$ cat config.mk
export PLATFORM = sky130hd
export DESIGN_NAME = txfifo_router
export DESIGN_NICKNAME = d
export VERILOG_FILES = /design/src/rtl/txfifo_router.sv
export SDC_FILE = /design/constraint.sdc
export NUM_CORES = 1
export LEC_CHECK = 0
export CELL_PAD_IN_SITES_DETAIL_PLACEMENT = 1
export CELL_PAD_IN_SITES_GLOBAL_PLACEMENT = 2
export CORE_ASPECT_RATIO = 1.1
export CORE_MARGIN = 2
export CORE_UTILIZATION = 50
export DETAILED_ROUTE_END_ITERATION = 10
export DONT_BUFFER_PORTS = 1
export PLACE_DENSITY = 0.89
export SLEW_MARGIN = 20
export SYNTH_ARGS = -nofsm -noshare
export SYNTH_HDL_FRONTEND = slang
export SYNTH_SLANG_ARGS = --single-unit
$ cat constraint.sdc
create_clock -name clk -period 5.4 [get_ports clk]
set_clock_uncertainty 0.2 [all_clocks]
set_input_delay 0.81 -clock clk [delete_from_list [all_inputs] [get_ports clk]]
set_output_delay 0.81 -clock clk [all_outputs]
set_load 0.01 [all_outputs]
$ cat src/rtl/txfifo_router.sv
// txfifo_router: DEPTH-entry first-word-fall-through TX FIFO that steers each beat to one of NCH
// AXI-stream outputs by tdest. Define TXFIFO_BCAST_EN to make tdest == NCH a broadcast.
module txfifo_router #(
   parameter int DW     = 32,
   parameter int NCH    = 3,
   parameter int DEPTH  = 16,
   parameter int AF_LVL = 12,
   parameter int DESTW  = $clog2(NCH + 1)
) (
   input  logic                         clk,
   input  logic                         rst_n,
   input  logic [DW-1:0]                s_tdata,
   input  logic [DESTW-1:0]             s_tdest,
   input  logic                         s_tlast,
   input  logic                         s_tvalid,
   output logic                         s_tready,
   output logic [NCH*DW-1:0]            m_tdata,
   output logic [NCH-1:0]               m_tlast,
   output logic [NCH-1:0]               m_tvalid,
   input  logic [NCH-1:0]               m_tready,
   input  logic [NCH-1:0]               ch_en,
   input  logic                         flush,
   output logic [$clog2(DEPTH+1)-1:0]   level,
   output logic                         s_almost_full,
   output logic [7:0]                   drop_cnt
);

   localparam int AW = $clog2(DEPTH);
   localparam int LW = $clog2(DEPTH + 1);

   logic [DW-1:0]    mem_data_q [DEPTH];
   logic [DESTW-1:0] mem_dest_q [DEPTH];
   logic             mem_last_q [DEPTH];

   logic [AW:0]      wr_ptr_q, wr_ptr_d;
   logic [AW:0]      rd_ptr_q, rd_ptr_d;
   logic [7:0]       drop_q, drop_d;

   logic             full, empty, push, pop, drop;
   logic [DW-1:0]    head_data;
   logic [DESTW-1:0] head_dest;
   logic             head_last;
   logic [NCH-1:0]   sel;

   assign full  = (wr_ptr_q[AW] != rd_ptr_q[AW]) && (wr_ptr_q[AW-1:0] == rd_ptr_q[AW-1:0]);
   assign empty = (wr_ptr_q == rd_ptr_q);

   // No pass-through: a pop in the same cycle never frees a slot for the incoming beat.
   assign s_tready = !full && !flush;
   assign push     = s_tvalid && s_tready;

   assign head_data = mem_data_q[rd_ptr_q[AW-1:0]];
   assign head_dest = mem_dest_q[rd_ptr_q[AW-1:0]];
   assign head_last = mem_last_q[rd_ptr_q[AW-1:0]];

   assign m_tdata = {NCH{head_data}};
   assign m_tlast = {NCH{head_last}};

   assign level         = LW'(wr_ptr_q - rd_ptr_q);
   assign s_almost_full = (level >= LW'(AF_LVL));
   assign drop_cnt      = drop_q;

   always_comb begin
      sel = '0;
      for (int i = 0; i < NCH; i++) begin
         sel[i] = (head_dest == DESTW'(i));
      end
   end

`ifdef TXFIFO_BCAST_EN
   logic [NCH-1:0] done_q, done_d;
   logic [NCH-1:0] bc_acc;
   logic           is_bcast;

   assign is_bcast = (head_dest == DESTW'(NCH));
`endif

   always_comb begin
      m_tvalid = '0;
      pop      = 1'b0;
      drop     = 1'b0;
`ifdef TXFIFO_BCAST_EN
      done_d   = done_q;
      bc_acc   = '0;
`endif
      if (!empty && !flush) begin
         if (|sel) begin
            // Disabled destination stalls the head; nothing behind it may overtake.
            m_tvalid = sel & ch_en;
            pop      = |(sel & ch_en & m_tready);
         end
`ifdef TXFIFO_BCAST_EN
         else if (is_bcast) begin
            m_tvalid = ch_en & ~done_q;
            bc_acc   = m_tvalid & m_tready;
            if ((ch_en != '0) && (((done_q | bc_acc) & ch_en) == ch_en)) begin
               pop    = 1'b1;
               done_d = '0;
            end else begin
               done_d = done_q | bc_acc;
            end
         end
`endif
         else begin
            pop  = 1'b1;
            drop = 1'b1;
         end
      end
   end

   always_comb begin
      wr_ptr_d = wr_ptr_q;
      rd_ptr_d = rd_ptr_q;
      drop_d   = drop_q;
      if (flush) begin
         wr_ptr_d = '0;
         rd_ptr_d = '0;
      end else begin
         if (push) wr_ptr_d = wr_ptr_q + 1'b1;
         if (pop)  rd_ptr_d = rd_ptr_q + 1'b1;
      end
      if (drop && (drop_q != 8'hFF)) drop_d = drop_q + 8'd1;
   end

   always_ff @(posedge clk or negedge rst_n) begin
      if (!rst_n) begin
         wr_ptr_q <= '0;
         rd_ptr_q <= '0;
         drop_q   <= '0;
      end else begin
         wr_ptr_q <= wr_ptr_d;
         rd_ptr_q <= rd_ptr_d;
         drop_q   <= drop_d;
      end
   end

`ifdef TXFIFO_BCAST_EN
   always_ff @(posedge clk or negedge rst_n) begin
      if (!rst_n)     done_q <= '0;
      else if (flush) done_q <= '0;
      else            done_q <= done_d;
   end
`endif

   // Storage needs no reset; pointers alone define validity.
   always_ff @(posedge clk) begin
      if (push) begin
         mem_data_q[wr_ptr_q[AW-1:0]] <= s_tdata;
         mem_dest_q[wr_ptr_q[AW-1:0]] <= s_tdest;
         mem_last_q[wr_ptr_q[AW-1:0]] <= s_tlast;
      end
   end

endmodule

==> reports/qor.txt, run 1 <==
total CTS buffers - 53
vias in the first global route - 11000
crit share post-route - 0.835
most frequent cells in the layout - edfxtp_1, mux4_2, clkbuf_16
Post-Syn Instances - 998
Clk Latency, worst-skew pair - 0.60 ns
asr flop ratio synth - 0.0311
r2r worst-path depth - 7
Routed Wire Length - 50100 µm
CTS sink cnt - 578
mapped cell area - 22800 µm²
largest net degree at the start of global routing - 79
Slew Limit Headroom - 0.280
Clock transition at path regs - 0.07 ns
status - completed
Root Driver - clkbuf_16
prevailing post-synth register cell - edfxtp_1
number of warnings issued by yosys - 0
Slowest cell on crit path - dfrtp_4
sequential share of the synthesized area - 0.756
internal cell power - 8.09 mW
gp weighted congestion - 0.748
share of layout cells above drive strength 1 - 0.301
CP endpoint kind - primary output
Synth Area per Inst - 22.9 µm²
worst reg2reg setup slack - 1.21 ns
GRT Total Usage - 0.216
kind of critical path - register to primary output
# rows - 82
Bufs and invs on worst path - 1
crit-path max cell delay - 0.85 ns
delay-heaviest family, CP - multiplexers
max-cap violation count - 0
DRT iter0 DRCs - 943
min cycle time layout - 4.51 ns
Die Area - 47400 µm²
RSZ-0062 raised after global routing - no
Least-Margin Pin Slew - 1.08 ns
fill count - 3830
Die Span Y - 228 µm
Mapped Nets - 1054
logic gate share of total power - 0.189
worst hold endpoint - rd_ptr_q[4]
Hold Slack - 0.0784 ns
most frequent CP cell - mux4_2
Final #Nets - 1025
Peak supply drop - 235 µV
Inserted Diodes - 0
final hold violations - 0
RR Endpoint - mem_data_q[15][27]
H-tree levels - 2
TritonCTS clock tree - done
worst hold path cell count - 1
first-pass GRT wire length - 75200 µm
DRC viols - 0
power share of the sequential group - 0.468
Worst setup SP type - register
pwr/cell area - 440 nW/µm²
io pins - 162
crit-path max FO - 35
PortBufs - 0
Die X-Extent - 208 µm
Resized cells post-CTS - 0
Core Region - 45300 µm²
number of flops mapped to enable cells by yosys - 560
most common cell after layout, fill and taps aside - edfxtp_1
remaining global-route overflow - 0
Setup violations, final - 0
drt pass-1 iters - 7
Via density - 6.21
flops & latches, synth - 578
Switch Pwr - 2.84 mW
Peak Freq - 222 MHz
Critical Path, Cell by Cell - buf_4 -> mux4_2 -> mux4_2
Hold Path Origin - flush
Hold Path Class - input pin to register
per-cell routed wire length - 31.3 µm
post-synth cell types - 46
Clock Tree Buf Depth - 3
post-route ant nets - 0
clock share of power - 0.343
Syn-to-layout area delta - 8.87%
Post-DP HPWL - 27800 µm
Worst EP required - 4.39 ns
Sw Ratio - 0.260
Worst R2R Start - rd_ptr_q[0]
Max Slew Vio Count - 0
detailed-route via count - 9928
leakage - 7.62 nW
CP arrival - 3.50 ns
initial antenna violation count - 0
Final TNS setup - 0 ns
initial core utilization - 0.503
[per-layer routing]
layer / share of wire / vias to the layer above / wire, µm / track usage
li1: - / 4044 / - / -
met1: 0.38 / 5251 / 19200 / 0.289
met2: 0.49 / 528 / 24800 / 0.352
met3: 0.094 / 105 / 4730 / 0.0559
met4: 0.028 / 0 / 1410 / 0.0698
met5: 0 / - / 0 / 0
[worst register-to-register path, delay by kind of cell, from the launching register on]
| kind | cells | cell delay [ns] |
|---|---|---|
| buffers and inverters | 1 | 0.46 |
| flip-flops | 1 | 0.85 |
| AO/OA/AOI/OAI | 1 | 0.43 |
| AND/OR/NAND/NOR | 4 | 1.53 |
| adder cells (fa/ha/maj) | 1 | 0.37 |
[worst max-delay path by stage]
stage | start | to | slack (ns) | depth (start not counted)
finish | rd_ptr_q[0] | m_tdata[11] | 0.89 | 3
CTS | rd_ptr_q[0] | m_tdata[11] | 0.84 | 3
detailed placement | rd_ptr_q[0] | mem_data_q[15][26] | 1.29 | 7
global placement | rd_ptr_q[0] | mem_data_q[15][26] | 1.38 | 7
global route | rd_ptr_q[0] | m_tdata[43] | 0.68 | 3
floorplan | rd_ptr_q[3] | mem_data_q[15][0] | 1.24 | 10
[sequential cells by signal (all words and copies together) (netlist names)]
register / count
wr_ptr_q: 5
drop_cnt: 8
mem_data_q: 512
mem_last_q: 16
rd_ptr_q: 5
mem_dest_q: 32
[stage by stage]
step / instances / util / setup slack [ns] / area [µm²] / power, mW
after CTS: 1600 / 0.548 / 0.838 / 24900 / 11.0
after detailed placement: 1501 / 0.510 / 1.29 / 23100 / 7.32
after floorplan: 998 / - / 1.24 / 22800 / 7.18
after global placement: 1501 / 0.510 / 1.38 / 23100 / 7.29
after global routing: 1600 / 0.548 / 0.681 / 24900 / 11.3
final: 1600 / 0.548 / 0.891 / 24900 / 10.9
[area by class of cell]
class | count | area, µm² | area share
tap | 588 | 736 | 0.0296
sequential | 578 | 17300 | 0.695
clock buffer | 58 | 1390 | 0.0558
inverter | 9 | 33.8 | 0.00136
multi-input combinational | 302 | 4860 | 0.196
clock inverter | 40 | 345 | 0.0139
timing repair buffer | 25 | 215 | 0.00866
[kinds of logic after synthesis]
group,count (synthesis),share of synthesized area
buffers and inverters,118,0.0316
and+or+nand+nor,72,0.0178
DFF,578,0.756
adders and majority gates,11,0.00636
muxes,182,0.175
AOI/OAI and AO/OA,25,0.00850
xor gates and xnor gates,12,0.00460
[repair_timing]
action,CTS,global route
buffers inserted,0,0
hold buffers,1,0
endpoints found under the hold margin,18,0
endpoints found under the setup margin,0,0
[Yosys cell counts, types with 2 or more instances]
| cell | instances | area [µm²] |
|---|---|---|
| edfxtp_1 | 560 | 16800 |
| mux4_2 | 171 | 3850 |
| buf_4 | 68 | 510 |
| clkbuf_1 | 26 | 97.6 |
| and2_1 | 18 | 113 |
| dfrtp_1 | 18 | 450 |
| nand2_1 | 11 | 41.3 |
| ha_1 | 10 | 125 |
| nor2_1 | 10 | 37.5 |
| xnor2_1 | 10 | 87.6 |
| buf_2 | 7 | 35.0 |
| mux2i_1 | 7 | 70.1 |
| buf_1 | 6 | 22.5 |
| inv_1 | 6 | 22.5 |
| nand4_1 | 6 | 37.5 |
| a21oi_1 | 5 | 25.0 |
| and3_1 | 5 | 31.3 |
| o21ai_0 | 5 | 25.0 |
| nor2b_1 | 4 | 25.0 |
| or3_1 | 4 | 25.0 |
| inv_2 | 3 | 11.3 |
| nand3b_1 | 3 | 22.5 |
| o21ai_1 | 3 | 15.0 |
| a21o_1 | 2 | 15.0 |
| a22oi_1 | 2 | 15.0 |
| buf_6 | 2 | 22.5 |
| mux2_1 | 2 | 22.5 |
| mux2i_4 | 2 | 45.0 |
| nor3_1 | 2 | 10.0 |
| nor3b_1 | 2 | 15.0 |
| o31ai_1 | 2 | 15.0 |
| xor2_1 | 2 | 17.5 |
[power groups by stage]
| stage | sequential [mW] | combinational [mW] | clock [mW] |
|---|---|---|---|
| 3_3_place_gp | 5.21 | 2.07 | 0 |
| 3_5_place_dp | 5.22 | 2.10 | 0 |
| 4_1_cts | 5.12 | 2.12 | 3.80 |
| 6_report | 5.12 | 2.07 | 3.75 |
| 2_1_floorplan | 5.11 | 2.07 | 0 |
| 5_1_grt | 5.13 | 2.22 | 3.92 |
No activity file was read; power rests on OpenSTA's default activity.
==> run 2: changes to the inputs <==
- ABC_AREA: not set -> 1
- CORE_UTILIZATION: 50 -> 45
- clock period: 5.4 -> 4.45 ns (I/O delays scaled with it)
==> reports/qor.txt, run 2 <==
status - completed
post-synth top area cell - edfxtp_1
routed length on met3 - 3650 µm (-23%)
remaining global-route overflow - 0 (unchanged)
Die Span Y - 243 µm (+6.4%)
GRT Total Usage - 0.230 (+0.0134)
pre-CTS WS - 0.848 ns (-0.443 ns)
Critical Path, Cell by Cell - inv_8 -> buf_4 -> o21ai_0 -> o221ai_1 -> nand3_1 -> nand2_1
most common cell after layout, fill and taps aside - edfxtp_1
Clock transition at path regs - 0.06 ns (about the same)
cell with the most instances after synthesis - edfxtp_1
Peak Freq - 234 MHz
gp weighted congestion - 0.757 (+1.2%)
Peak supply drop - 360 µV (+53%)
Util after Layout - 0.501 (-0.0466)
Die X-Extent - 221 µm (+6.4%)
share of layout cells above drive strength 1 - 0.0831 (-0.218)
per-cell routed wire length - 25.7 µm (-18%)
TritonCTS clock tree - done
min cycle time layout - 4.27 ns
number of flops mapped to enable cells by yosys - 560 (unchanged)
Clock Tree Buf Depth - 3 (unchanged)
vias in the first global route - 15600 (+42%)
Hold Path Class - input pin to register
initial antenna violation count - 3 (+3)
top cells by count, synth - edfxtp_1, nor2_1, o21ai_0, nand2_1, o221ai_1
Worst EP required - 3.58 ns (-0.81 ns)
M1 WL - 24800 µm (+30%)
CTS sink cnt - 578 (unchanged)
post-route ant nets - 0 (unchanged)
Met2 Wirelength - 31300 µm (+26%)
io pins - 162 (unchanged)
pwr/cell area - 497 nW/µm² (+13%)
crit-path max FO - 153 (+340%)
H-tree levels - 2 (unchanged)
DR top layer - met5
leakage - 8.40 nW (+10%)
Via density - 6.02 (-3.0%)
Largest register FFs - 512 (unchanged)
Least-Margin Pin Slew - 1.06 ns (-0.0230 ns)
largest net degree at the start of global routing - 205 (+160%)
final hold violations - 0 (unchanged)
Post-DP HPWL - 33000 µm (+19%)
Syn-to-layout area delta - 10.2%
detailed-route via count - 14500 (+46%)
Synth top area share - 0.721 (-0.0158)
total CTS buffers - 55 (+3.8%)
Worst setup SP type - register
Root Driver - clkbuf_16
CP arrival - 3.40 ns (-0.10 ns)
# rows - 87 (+6.1%)
Slew Limit Headroom - 0.295 (+0.0153)
CP endpoint kind - primary output
Resized cells post-CTS - 0 (unchanged)
mapped cell area - 23300 µm² (+2.2%)
Max Slew Vio Count - 0 (unchanged)
post-synth cell types - 35 (-24%)
first-pass GRT wire length - 94500 µm (+26%)
Bufs and invs on worst path - 2 (+1)
Die Area - 53700 µm² (+13%)
kind of critical path - register to primary output
DRT iter0 DRCs - 1332 (+41%)
delay-heaviest family, CP - buffers and inverters
Core Region - 51300 µm² (+13%)
Slowest cell on crit path - dfrtp_4
Post-Syn Instances - 1749 (+75%)
fill count - 4998 (+30%)
top post-synthesis cells by area - edfxtp_1, o21ai_0, nor2_1, o221ai_1, buf_4
RSZ-0062 raised after global routing - yes
Routed Wire Length - 61900 µm (+24%)
crit share post-route - 0.959
Mapped Nets - 1805 (+71%)
most frequent cells in the layout - edfxtp_1, nor2_1, o21ai_0
DRC viols - 0 (unchanged)
prevailing post-synth register cell - edfxtp_1
Post-CTS Setup Repair Bufs - 0 (unchanged)
drt pass-1 iters - 5 (-2)
sequential share of the synthesized area - 0.740 (-0.0162)
Synth Area per Inst - 13.3 µm² (-42%)
Clk Latency, worst-skew pair - 0.60 ns (about the same)
flops & latches, synth - 578 (unchanged)
post-route setup slack - 0.185 ns (-0.706 ns)
number of warnings issued by yosys - 0 (unchanged)
Final #Nets - 1753 (+71%)
max-cap violation count - 0 (unchanged)
initial core utilization - 0.455 (-0.0484)
crit-path max cell delay - 0.69 ns (-0.16 ns)
PortBufs - 0 (unchanged)
asr flop ratio synth - 0.0311 (unchanged)
Setup violations, final - 0 (unchanged)
run 2: changes by cell type after synthesis, sizes merged, moves of 70 or more:
cell    delta
nor2     +285
o21ai    +259
nand3     +70
mux4     -171
nand2     +95
o221ai   +100
run 2: kinds of logic (layout without fill, tap and decap cells):
kind of cell,Yosys count,count (layout),synth area share
AO/OA/AOI/OAI,439,439,0.116
XOR/XNOR,14,14,0.00526
adder cells (fa/ha/maj),11,11,0.00622
buffers and inverters,221,216,0.0473
flip-flops,578,578,0.740
multiplexers,4,4,0.00182
other,0,2,0
AND/OR/NAND/NOR,482,482,0.0831
run 2: worst reg2reg max path, stage by stage (launching register included):
cell and delay [ns]:
dfrtp_4 0.75, inv_2 0.08, ha_1 0.35, nand2_1 0.10, nor2_1 0.07, a21oi_2 0.24
nand2_1 0.12, inv_1 0.24, nand2_1 0.32, nor2_4 0.15, buf_4 0.61
run 2: per-layer routing:
metal  global-route usage  vias up
li1                     -     6367
met1                0.291     7519
met2                0.393      490
met3               0.0389      139
met4               0.0936        2
met5                    0        -
run 2: final timing paths:
check | slack [ns] | cells past startpoint | endpoint | startpoint
max in group asynchronous | 2.94 | 1 | rd_ptr_q[0] | rst_n
max | 0.18 | 6 | m_tdata[65] | rd_ptr_q[0]
min | 0.06 | 2 | wr_ptr_q[0] | s_tvalid
min in group asynchronous | 0.44 | 1 | drop_cnt[5] | rst_n
max reg2reg | 0.85 | 10 | mem_data_q[13][9] | rd_ptr_q[2]
min reg2reg | 0.32 | 1 | wr_ptr_q[4] | wr_ptr_q[4]
run 2: cell type report:
class                           count  area, µm²  area share
Sequential cell                   578      17300       0.672
Multi-Input combinational cell    950       5080       0.197
Clock buffer                       71       1480      0.0575
Tap cell                          667        835      0.0325
Timing Repair Buffer               73        663      0.0258
Clock inverter                     33        216     0.00842
Inverter                           39        156     0.00608
Antenna cell                        2       5.00    0.000195
run 2: metrics by stage:
stage | TNS, ns | cells | cell area, µm² | power [mW] | hold WS (ns)
after floorplan | 0 | 1749 | 23300 | 8.14 | 0.172
after global placement | 0 | 2271 | 23600 | 8.25 | 0.172
after detailed placement | 0 | 2271 | 23600 | 8.36 | 0.172
after CTS | 0 | 2411 | 25700 | 12.9 | 0.0287
after global routing | -0.0800 | 2413 | 25700 | 13.3 | 0.0377
final | 0 | 2413 | 25700 | 12.8 | 0.0619
run 2: what timing repair did:
item	4_1_cts	5_1_grt
endpoints found under the setup margin	0	3
hold endpoints to repair	578	0
hold buffers	36	0
run 2: power breakdown:
part / leakage [nW] / total (mW) / switching [mW] / internal (mW)
combinational: 2.29 / 2.21 / 1.67 / 0.535
clock: 0.834 / 4.45 / 1.99 / 2.46
sequential: 5.28 / 6.13 / 0.0900 / 6.04
total: 8.40 / 12.8 / 3.75 / 9.03
==> run 3: changes to the inputs <==
- ABC_AREA: 1 -> not set
- CORE_UTILIZATION: 45 -> 50
==> reports/qor.txt, run 3 (synthesis gave the netlist of run 1 again) <==
Clk Latency, worst-skew pair - 0.58 ns (-0.02 ns)
final non-filler cell total - 1642 (-32%)
remaining global-route overflow - 0 (unchanged)
DRC viols - 0 (unchanged)
post-route ant nets - 0 (unchanged)
Setup violations, final - 0 (unchanged)
Sw Ratio - 0.261 (-0.0323)
Final Total Pwr - 13.4 mW (+4.4%)
placed cell area - 23300 µm² (-1.4%)
status - completed
CP endpoint kind - primary output
gp weighted congestion - 0.719 (-5.0%)
Critical Path, Cell by Cell - inv_2 -> buf_4 -> mux2i_1 -> mux2i_4 -> nor4b_1 -> buf_4
GRT Total Usage - 0.223 (-0.00677)
vias in the first global route - 11000 (-29%)
Switch Pwr - 3.49 mW (-7.1%)
H-tree levels - 2 (unchanged)
largest net degree at the start of global routing - 146 (-29%)
Max Slew Vio Count - 0 (unchanged)
Die Span Y - 228 µm (-6.1%)
Clock transition at path regs - 0.06 ns (about the same)
Util after Layout - 0.561 (+0.0592)
detailed-route via count - 10300 (-29%)
TritonCTS clock tree - done
Worst EP required - 3.58 ns (about the same)
initial antenna violation count - 4 (+1)
leakage - 7.85 nW (-6.6%)
Final #Nets - 1063 (-39%)
Largest register FFs - 512 (unchanged)
Slowest cell on crit path - buf_4
crit share post-route - 0.882 (-0.0765)
per-cell routed wire length - 31.6 µm (+23%)
Die Area - 47400 µm² (-12%)
RSZ-0062 raised after global routing - no
kind of critical path - register to primary output
crit-path max FO - 35 (-77%)
Least-Margin Pin Slew - 0.959 ns (-0.0980 ns)
power share of the sequential group - 0.460 (-0.019)
Post-DP HPWL - 27000 µm (-18%)
Via density - 6.25 (+3.9%)
DRT iter0 DRCs - 1003 (-25%)
Core Region - 45300 µm² (-12%)
Slew Limit Headroom - 0.358 (+0.0632)
design area - 25400 µm² (-1.1%)
CTS sink cnt - 578 (unchanged)
final hold violations - 0 (unchanged)
Routed Wire Length - 51900 µm (-16%)
max-cap violation count - 0 (unchanged)
Root Driver - clkbuf_16
Peak Freq - 255 MHz (+8.7%)
clock share of power - 0.340 (-0.008)
first-pass GRT wire length - 77100 µm (-18%)
fill count - 3781 (-24%)
Hold Path Class - input pin to register
placed insts - 1503 (-34%)
logic gate share of total power - 0.200 (+0.027)
# rows - 82 (-5.7%)
total CTS buffers - 53 (-3.6%)
most frequent CP cell - buf_4
drt pass-1 iters - 5 (unchanged)
share of layout cells above drive strength 1 - 0.291 (+0.208)
CP arrival - 3.06 ns (-0.34 ns)
min cycle time layout - 3.93 ns (-0.340 ns)
crit-path max cell delay - 0.71 ns (+0.02 ns)
PortBufs - 0 (unchanged)
internal cell power - 9.86 mW (+9.2%)
Syn-to-layout area delta - 11.4%
Die X-Extent - 208 µm (-6.0%)
io pins - 162 (unchanged)
most frequent cells in the layout - edfxtp_1, mux4_2, clkbuf_16
Peak supply drop - 376 µV (+4.5%)
pwr/cell area - 525 nW/µm² (+5.6%)
Worst setup SP type - register
Clock Tree Buf Depth - 3 (unchanged)
initial core utilization - 0.503 (+0.0484)
most common cell after layout, fill and taps aside - edfxtp_1
Final TNS setup - 0 ns (unchanged)
run 3: cell types whose count changed in the layout (fill, tap and decap cells not counted), moves of 28 or more:
| cell | delta |
|---|---|
| nand2_1 | -93 |
| nor2_1 | -267 |
| mux4_2 | +171 |
| o211ai_1 | -32 |
| nand3_1 | -69 |
| o22ai_1 | -32 |
| o21ai_0 | -263 |
| o221ai_1 | -100 |
| inv_1 | -28 |
run 3: final cells by class:
type	instances	area, µm²	share of cell area
tap	588	736	0.0289
clock inverter	37	279	0.0110
sequential	578	17300	0.679
inverter	9	33.8	0.00133
timing repair buffer	63	791	0.0311
multi-input combinational	302	4860	0.191
antenna	2	5.00	0.000197
clock buffer	63	1450	0.0569
run 3: per-stage QoR:
stage | hold slack [ns] | setup WS [ns]
global placement | 0.173 | 1.08
detailed placement | 0.173 | 0.900
floorplan | 0.172 | 0.291
CTS | 0.0627 | 0.386
finish | 0.0857 | 0.525
global route | 0.0990 | 0.235
run 3: critical path, delay by kind of cell (launching register included):
family / cells / cell delay [ns]
buf+inv: 3 / 1.02
flops: 1 / 0.56
simple gates: 1 / 0.35
mux: 2 / 0.53
run 3: metal layers:
layer  track usage  routed length [µm]  vias to the layer above
li1              -                   -                     4140
met3        0.0427                4110                      113
met2         0.372               26400                      511
met5             0                  28                        -
met4        0.0738                1560                        4
met1         0.299               19800                     5493
run 3: power by group through the flow:
stage / Clock (mW) / Combinational (mW) / Sequential (mW)
2_1_floorplan: 0 / 2.51 / 6.20
3_3_place_gp: 0 / 2.58 / 6.25
3_5_place_dp: 0 / 2.60 / 6.26
4_1_cts: 4.58 / 2.73 / 6.14
5_1_grt: 4.76 / 2.89 / 6.15
6_report: 4.54 / 2.68 / 6.14
run 3: final timing paths:
check	startpoint	cells after the start	slack [ns]	endpoint
worst max-delay path	rd_ptr_q[3]	6	0.52	m_tvalid[1]
worst min-delay path	flush	3	0.09	rd_ptr_q[2]
worst max register to register	rd_ptr_q[3]	9	0.76	mem_data_q[6][15]
worst min register to register	drop_cnt[4]	1	0.36	drop_cnt[4]
max in group asynchronous	rst_n	1	2.87	rd_ptr_q[0]
min in group asynchronous	rst_n	1	0.48	drop_cnt[3]
run 3: repair_timing:
item                                    4_1_cts  5_1_grt
hold buffers                                 37        0
endpoints found under the setup margin        0        0
buffers inserted                              0        0
endpoints found under the hold margin       582        0
resized for setup                             0        0
